## config.mk

```make
export PLATFORM = sky130hd
export DESIGN_NAME = fp_key_debouncer_flat
export DESIGN_NICKNAME = d
export VERILOG_FILES = /design/src/rtl/fp_key_debouncer_if.sv /design/src/rtl/fp_key_debouncer.sv /design/src/flat_wrapper.sv
export SDC_FILE = /design/constraint.sdc
export NUM_CORES = 1
export LEC_CHECK = 0
export CAP_MARGIN = 20
export CORE_MARGIN = 10
export CORE_UTILIZATION = 30
export DETAILED_ROUTE_END_ITERATION = 12
export GPL_ROUTABILITY_DRIVEN = 1
export GPL_TIMING_DRIVEN = 0
export MAX_ROUTING_LAYER = met4
export SYNTH_ARGS = -nofsm -noshare
export SYNTH_HDL_FRONTEND = slang
export SYNTH_SLANG_ARGS = --single-unit
```

## constraint.sdc

```tcl
create_clock -name i_clk -period 5.6 [get_ports i_clk]
set_clock_uncertainty 0.1 [all_clocks]
set_input_delay 0.84 -clock i_clk [delete_from_list [all_inputs] [get_ports i_clk]]
set_output_delay 0.84 -clock i_clk [all_outputs]
set_load 0.03 [all_outputs]
```

## src/rtl/fp_key_debouncer_if.sv

```systemverilog
// ---------------------------------------------------------------------------
// fp_key_debouncer_if
// Bundles the front-panel key conditioner's data signals.
//   key_raw      8  raw, bouncing button lines (asynchronous to the clock)
//   clr_latch    1  single-cycle request to clear the sticky press flags
//   keys         8  debounced key state, 1 = pressed
//   press_latch  8  sticky per-key press flags
//   key_change   1  single-cycle pulse after any keys bit changed
// master: the environment (drives raw lines and clear, observes outputs)
// slave : the debouncer itself
// ---------------------------------------------------------------------------
interface fp_key_debouncer_if;
  logic [7:0] key_raw;
  logic       clr_latch;
  logic [7:0] keys;
  logic [7:0] press_latch;
  logic       key_change;

  modport master (
    output key_raw,
    output clr_latch,
    input  keys,
    input  press_latch,
    input  key_change
  );

  modport slave (
    input  key_raw,
    input  clr_latch,
    output keys,
    output press_latch,
    output key_change
  );
endinterface

```

## src/rtl/fp_key_debouncer.sv

```systemverilog
// ---------------------------------------------------------------------------
// fp_key_debouncer
// Front-panel key conditioner feeding the SPI slave's 8-bit input port.
// Synchronises eight raw push-button lines, debounces each one on a
// prescaled sample tick, and keeps sticky press flags so that short presses
// between two SPI polls are not lost.
// Ports:
//   i_clk   system clock
//   i_nrst  asynchronous active-low reset
//   bus     fp_key_debouncer_if.slave (key_raw, clr_latch in;
//           keys, press_latch, key_change out)
// Parameters:
//   PRESCALE      clock cycles per sample tick (>= 1)
//   DEBOUNCE_CNT  consecutive differing ticks needed to accept a change (>= 1)
//   ACTIVE_LOW    1: raw low = pressed, 0: raw high = pressed
// ---------------------------------------------------------------------------
module fp_key_debouncer #(
  parameter int PRESCALE     = 1000,
  parameter int DEBOUNCE_CNT = 4,
  parameter int ACTIVE_LOW   = 1
) (
  input  logic              i_clk,
  input  logic              i_nrst,
  fp_key_debouncer_if.slave bus
);

  // Prescaler width is at least one bit so PRESCALE == 1 still elaborates.
  localparam int PS_W  = (PRESCALE > 1) ? $clog2(PRESCALE) : 1;
  localparam int CNT_W = $clog2(DEBOUNCE_CNT + 1);

  localparam logic [PS_W-1:0]  PS_LAST  = PS_W'(PRESCALE - 1);
  localparam logic [PS_W-1:0]  PS_ONE   = PS_W'(1);
  localparam logic [PS_W-1:0]  PS_ZERO  = {PS_W{1'b0}};
  localparam logic [CNT_W-1:0] CNT_LAST = CNT_W'(DEBOUNCE_CNT - 1);
  localparam logic [CNT_W-1:0] CNT_ONE  = CNT_W'(1);
  localparam logic [CNT_W-1:0] CNT_ZERO = {CNT_W{1'b0}};

  // Level of a released line; also the XOR mask that turns a synchronised
  // sample into "1 = pressed".
  localparam logic [7:0] IDLE_LVL = (ACTIVE_LOW != 0) ? 8'hFF : 8'h00;

  logic [7:0]       r_sync1;
  logic [7:0]       r_sync2;
  logic [PS_W-1:0]  r_ps;
  logic [7:0]       r_keys;
  logic [7:0]       r_keys_d;
  logic [CNT_W-1:0] r_cnt [8];
  logic [7:0]       r_latch;
  logic             r_key_change;

  logic             w_tick;
  logic [7:0]       w_norm;
  logic [7:0]       w_keys_nxt;
  logic [CNT_W-1:0] w_cnt_nxt [8];
  logic [7:0]       w_rise;
  logic [7:0]       w_latch_nxt;

  // Two-flop synchroniser; reset to the released level so nothing looks pressed.
  always_ff @(posedge i_clk or negedge i_nrst) begin
    if (!i_nrst) begin
      r_sync1 <= IDLE_LVL;
      r_sync2 <= IDLE_LVL;
    end else begin
      r_sync1 <= bus.key_raw;
      r_sync2 <= r_sync1;
    end
  end

  assign w_norm = r_sync2 ^ IDLE_LVL;

  // Sample-tick prescaler: counts 0..PRESCALE-1 and wraps on the tick cycle.
  always_ff @(posedge i_clk or negedge i_nrst) begin
    if (!i_nrst) begin
      r_ps <= PS_ZERO;
    end else if (w_tick) begin
      r_ps <= PS_ZERO;
    end else begin
      r_ps <= r_ps + PS_ONE;
    end
  end

  assign w_tick = (r_ps == PS_LAST);

  // Per-bit debounce decision. A tick that agrees with the current key state
  // restarts the run, so a single matching sample rejects a bounce.
  always_comb begin
    w_keys_nxt = r_keys;
    for (int i = 0; i < 8; i++) begin
      w_cnt_nxt[i] = r_cnt[i];
      if (w_tick) begin
        if (w_norm[i] == r_keys[i]) begin
          w_cnt_nxt[i] = CNT_ZERO;
        end else if (r_cnt[i] == CNT_LAST) begin
          w_keys_nxt[i] = ~r_keys[i];
          w_cnt_nxt[i]  = CNT_ZERO;
        end else begin
          w_cnt_nxt[i] = r_cnt[i] + CNT_ONE;
        end
      end else begin
        w_cnt_nxt[i] = r_cnt[i];
      end
    end
  end

  // Debounced key state and per-bit run counters.
  always_ff @(posedge i_clk or negedge i_nrst) begin
    if (!i_nrst) begin
      r_keys <= 8'h00;
      for (int i = 0; i < 8; i++) begin
        r_cnt[i] <= CNT_ZERO;
      end
    end else begin
      r_keys <= w_keys_nxt;
      for (int i = 0; i < 8; i++) begin
        r_cnt[i] <= w_cnt_nxt[i];
      end
    end
  end

  // Change pulse: compare the key state with its one-cycle-old copy, which
  // yields a single pulse the cycle after an update however many bits moved.
  always_ff @(posedge i_clk or negedge i_nrst) begin
    if (!i_nrst) begin
      r_keys_d     <= 8'h00;
      r_key_change <= 1'b0;
    end else begin
      r_keys_d     <= r_keys;
      r_key_change <= (r_keys != r_keys_d);
    end
  end

  // Sticky press flags: a rising key sets its flag in the same cycle; when a
  // clear coincides with a rise the set wins because it is ORed after the clear.
  always_comb begin
    w_rise = w_keys_nxt & ~r_keys;
    if (bus.clr_latch) begin
      w_latch_nxt = w_rise;
    end else begin
      w_latch_nxt = r_latch | w_rise;
    end
  end

  // Press-latch register.
  always_ff @(posedge i_clk or negedge i_nrst) begin
    if (!i_nrst) begin
      r_latch <= 8'h00;
    end else begin
      r_latch <= w_latch_nxt;
    end
  end

  assign bus.keys        = r_keys;
  assign bus.press_latch = r_latch;
  assign bus.key_change  = r_key_change;

endmodule

```

## src/flat_wrapper.sv

```systemverilog
// flat-port wrapper written by rule: the top's interface ports become plain ports
module fp_key_debouncer_flat 
#(
  parameter int PRESCALE     = 1000,
  parameter int DEBOUNCE_CNT = 4,
  parameter int ACTIVE_LOW   = 1
)
  (i_clk, i_nrst, bus_key_raw, bus_clr_latch, bus_keys, bus_press_latch, bus_key_change);
  fp_key_debouncer_if bus_i ();
  input  logic i_clk;
  input  logic i_nrst;
  input wire logic [$bits(bus_i.key_raw)-1:0] bus_key_raw;
  input wire logic [$bits(bus_i.clr_latch)-1:0] bus_clr_latch;
  output wire logic [$bits(bus_i.keys)-1:0] bus_keys;
  output wire logic [$bits(bus_i.press_latch)-1:0] bus_press_latch;
  output wire logic [$bits(bus_i.key_change)-1:0] bus_key_change;
  assign bus_i.key_raw = bus_key_raw;
  assign bus_i.clr_latch = bus_clr_latch;
  assign bus_keys = bus_i.keys;
  assign bus_press_latch = bus_i.press_latch;
  assign bus_key_change = bus_i.key_change;
  fp_key_debouncer #(.PRESCALE(PRESCALE), .DEBOUNCE_CNT(DEBOUNCE_CNT), .ACTIVE_LOW(ACTIVE_LOW)) u_core (.i_clk(i_clk), .i_nrst(i_nrst), .bus(bus_i));
endmodule
```

* Word level (Yosys, flattened, before mapping)
Index checks and enable logic that the tools add are counted.
** Word-level totals
- Bits in registers :: 75
- Word-level logic and storage cells :: 96
- Output and inout port bits :: 17
** Cells by class
- Bitwise logic cells :: 12
- Mux-type cells :: 42
- Equal/unequal tests :: 18
- Add/sub/neg operators :: 9
** Operators with widths (number)
- $mux 3 :: 16
- $add 3x1->3 const B :: 8
- $eq 3x2->1 const B :: 8
- $mux 1 :: 24
- $not 8->8 :: 2
- $add 10x1->10 const B :: 1
- $eq 10x10->1 const B :: 1
- $mux 10 :: 1
- $and 8x8->8 :: 1
- $eq 1x1->1 :: 8
- $mux 8 :: 1
- $ne 8x8->1 :: 1
- $not 1->1 :: 8
- $or 8x8->8 :: 1

* Logic depth before layout (Yosys ltp)
- Word-level depth :: 7
- Mapped depth :: 6
- Mapped depth without buffers :: 4

* Worst setup path after synthesis
No wires, ideal clock.
- Path kind :: flip-flop to flip-flop
- Start :: reg u_core.r_ps[0]
- End :: reg u_core.r_cnt[10] in the netlist's numbering
- Buffers on the path :: 2
- Setup time :: 0.125 ns
- Data required time :: 5.375 ns
- Path slack :: 3.831 ns
- Arrival :: 1.544 ns
- Cell stages (with the launch flop) :: 7
- Cell sequence :: dfrtp_1 -> ha_1 -> and4bb_1 -> and3_1 -> buf_6 -> buf_6 -> mux2_4
** On the way
- Longest elaborated chain between the ends :: 1
** Ends and longest elaborated chain
- start, declared :: RTL line fp_key_debouncer.sv:44 : logic [PS_W-1:0] r_ps;
- start signal, assigned :: RTL line fp_key_debouncer.sv:78 : r_ps <= r_ps + PS_ONE;
- $eq 10x10->1 :: RTL line fp_key_debouncer.sv:82 : assign w_tick = (r_ps == PS_LAST);
- end signal, assigned by index :: RTL line fp_key_debouncer.sv:115 : r_cnt[i] <= w_cnt_nxt[i];
- end, declared :: RTL line fp_key_debouncer.sv:47 : logic [CNT_W-1:0] r_cnt [8];
Every way passes these cells.
A chain may end at the register's enable or synchronous reset.

* Worst setup path after layout
- Start :: reg u_core.r_keys[3], in the netlist u_core.bus.keys[3]
- End :: out bus_keys[3]
** RTL lines
- start, declared :: RTL line fp_key_debouncer.sv:45 : logic [7:0] r_keys;
- start signal, assigned :: RTL line fp_key_debouncer.sv:113 : r_keys <= w_keys_nxt;
- end, declared :: RTL line flat_wrapper.sv:14 : output wire logic [$bits(bus_i.keys)-1:0] bus_keys;
No word-level cell between the ends.

==> impl_metrics.py <==
metrics = {
    "die": {
        "initial_core_util_pct": 30.6,
        "ios": 28,
        "die_y_um": 122,
        "rows": 37,
        "core-area_um2": 10300,
        "fp.dieArea_um2": 15000,
        "die_w_um": 122,
    },
    "cells_and_area": {
        "fill_cells": 1023,
        "final_core_util_pct": 36.8,
        "design_area_um2": 3780,
        "area_growth_pct": 20.5,
        "final_nets": 308,
        "multiInputGateArea_um2": 1150,
        "final_cells": 429,
        "drive_above_1_share_pct": 18.4,
        "layout_commonest_cell": "dfrtp_1",
        "diodes": 0,
        "final_cell_mix": "dfrtp_1, clkdlybuf4s50_1, xor2_1, nor2_1, dfstp_2",
        "seqCellArea_um2": 1900,
    },
    "hold_path": {
        "hold_path_class": "input port to asynchronous set/reset pin",
    },
    "critical_path": {
        "critPathTopFamily": "buffers and inverters",
        "cp.arrival_ns": 1.55,
        "crit_type": "flop to output pin",
        "critPathCaptureType": "output pin",
        "crit_fanout": 6,
        "cp.required_ns": 4.66,
        "path_buf_inv": 1,
        "cp_cell_sequence": "clkdlybuf4s50_1",
        "crit_slowest_cell": "clkdlybuf4s50_1",
        "worst_setup_path_start_kind": "flop",
        "r2r-start": "u_core.r_ps[8]",
        "worstRegToRegCells": 5,
        "slowest_delay_ns": 0.72,
        "rr_endpoint": "u_core.r_cnt[20]",
        "reg2reg_slack_ns": 3.65,
    },
    "drt": {
        "wl_per_cell_um": 14.1,
        "antenna_left": 0,
        "drt_iter0_markers": 103,
        "route.detailed.drc": 0,
        "drtPass1Iterations": 4,
        "vias_per_cell": 4.55,
        "totalWireLength_mm": 6.03,
        "vias": 1951,
    },
    "grt": {
        "grt_max_degree": 64,
        "grt_pass1_wl_mm": 10.2,
        "grt_use_met3_pct": 2.25,
        "use_met1_pct": 10.8,
        "met2_usage_pct": 13.4,
        "grt_use_total_pct": 8.91,
        "grt-busiest-layer": "met2",
        "overflow": 0,
        "first_global_vias": 2057,
        "antenna_found_initial": 0,
    },
    "yosys": {
        "syn_area_um2": 3140,
        "synth_edf_count": 0,
        "yosysWarnings": 0,
        "synth_seq_area_share_pct": 60.4,
        "synth-async-reset-ratio_pct": 100,
        "synth.avg_cell_area_um2": 12.6,
        "synth_seq_cells": 75,
        "syn_inst": 250,
        "synth_cell_types": 38,
        "synthesis.nets": 270,
        "synth_flop_cell": "dfrtp_1",
    },
    "clock_network": {
        "cts_tree": "yes",
        "htreeDepth": 3,
        "clockBufferDepth": 2,
        "clockRootBuffer": "clkbuf_8",
        "insertion_delay_ns": 0.35,
        "hold_buffers": 0,
        "path_clk_slew_ns": 0.08,
        "cts_sinks": 75,
        "numCtsBuffers": 9,
        "post_cts_buffers": 0,
        "ctsResizeCount": 0,
    },
    "placement": {
        "dp_slack_ns": 3.46,
        "dpl_cell_area_um2": 3600,
        "port_buffers": 26,
        "dp_hpwl_mm": 4.10,
        "globalplace.congestion": 0.756,
        "dpl.cell_count": 413,
    },
    "flow_run": {
        "max-cap-violations": 0,
    },
    "timing": {
        "fmax_ghz": 0.402,
        "finalSetupTns_ns": 0,
        "worstMarginPinSlew_ns": 0.557,
        "timing.final.ws_setup_ns": 3.11,
        "hold_viol": 0,
        "period_needed_ns": 2.49,
        "slew_viol_final": 0,
        "rsz0062_at_grt": "no",
        "slew_headroom_pct": 62.9,
        "whs_ns": 0.229,
        "setup_violations": 0,
        "post-route-period-util_pct": 44.5,
    },
    "outcome": {
        "outcome": "complete, no violations",
    },
    "power": {
        "ir_worst_vdd_v": 0.0000905,
        "finalPower_uw": 984,
        "power.density_nw_per_um2": 260,
        "p_leak_nw": 1.77,
    },
}
-- routing by layer --
layer | up-vias | routed length (um)
met5 | - | 0
met4 | 0 | 151
met3 | 13 | 150
met2 | 22 | 2780
met1 | 954 | 2950
li1 | 962 | -
-- cells by family (layout without fill, tap and decap cells) --
logic type	count (synthesis)	after routing	share of synthesized area (%)
xor gates and xnor gates	19	19	5.30
buffers and inverters	21	64	3.15
adders and majority gates	9	9	3.58
and+or+nand+nor	69	69	11.5
DFF	75	75	60.4
AOI/OAI and AO/OA	40	40	9.08
muxes	17	17	7.01
-- worst reg2reg max path: stages (launching register included) --
cell	delay (ns)
dfrtp_1	0.41
and4_1	0.23
buf_2	0.26
nand3_1	0.31
buf_2	0.32
o21a_1	0.21
-- worst max-delay path by stage --
| stage | from | endpoint | slack (ns) | depth (start not counted) |
|---|---|---|---|---|
| finish | u_core.bus.keys[3] | bus_keys[3] | 3.11 | 1 |
| detailed placement | u_core.bus.keys[3] | bus_keys[3] | 3.46 | 1 |
| floorplan | u_core.r_ps[0] | u_core.r_cnt[10] | 3.83 | 6 |
| global placement | i_nrst | u_core.r_cnt[16] | 0.99 | 1 |
| CTS | u_core.bus.keys[3] | bus_keys[3] | 3.06 | 1 |
| global route | u_core.bus.keys[5] | bus_keys[5] | 3.03 | 1 |
-- state kept, by name (all words and copies together) (netlist names) --
signal	count
u_core.bus.key_change	1
u_core.r_sync2	8
u_core.bus.keys	8
u_core.r_keys_d	8
u_core.r_sync1	8
u_core.r_ps	10
u_core.r_cnt	24
u_core.bus.press_latch	8
-- cells in the mapped netlist (all sizes together) (2+ instances only) --
cell   number  share of area [%]
or3         2               0.40
nand4       2               0.40
dfstp      16                 13
o21ai       2               0.32
nor3b       7                1.7
o22ai       7                1.4
o21a        8                1.9
nand3       4               0.64
xor2       18                5.0
nor2b       8                1.6
nand2      11                1.3
inv        13                1.6
buf         7                1.5
dfrtp      59                 47
a41oi       7                2.0
ha          9                3.6
a21oi       3               0.48
mux2       16                6.7
nor4        2               0.40
and2        2               0.40
nor3        9                1.4
a31oi       8                1.6
nor2       18                2.2
-- power by group --
group          switching [mW]  internal (mW)
clock network           0.196          0.205
registers             0.00378          0.552
logic                  0.0168         0.0103
-- layout make-up --
| type | count | area share (%) |
|---|---|---|
| well taps | 136 | 4.50 |
| clock buffers | 11 | 3.47 |
| plain buffers | 8 | 1.32 |
| flip-flops and latches | 75 | 50.1 |
| multi-input cells | 154 | 30.3 |
| inverters | 13 | 1.29 |
| repair buffers | 27 | 7.54 |
| clock inverters | 5 | 1.49 |
Note: power is estimated with default switching activity, not from simulation.
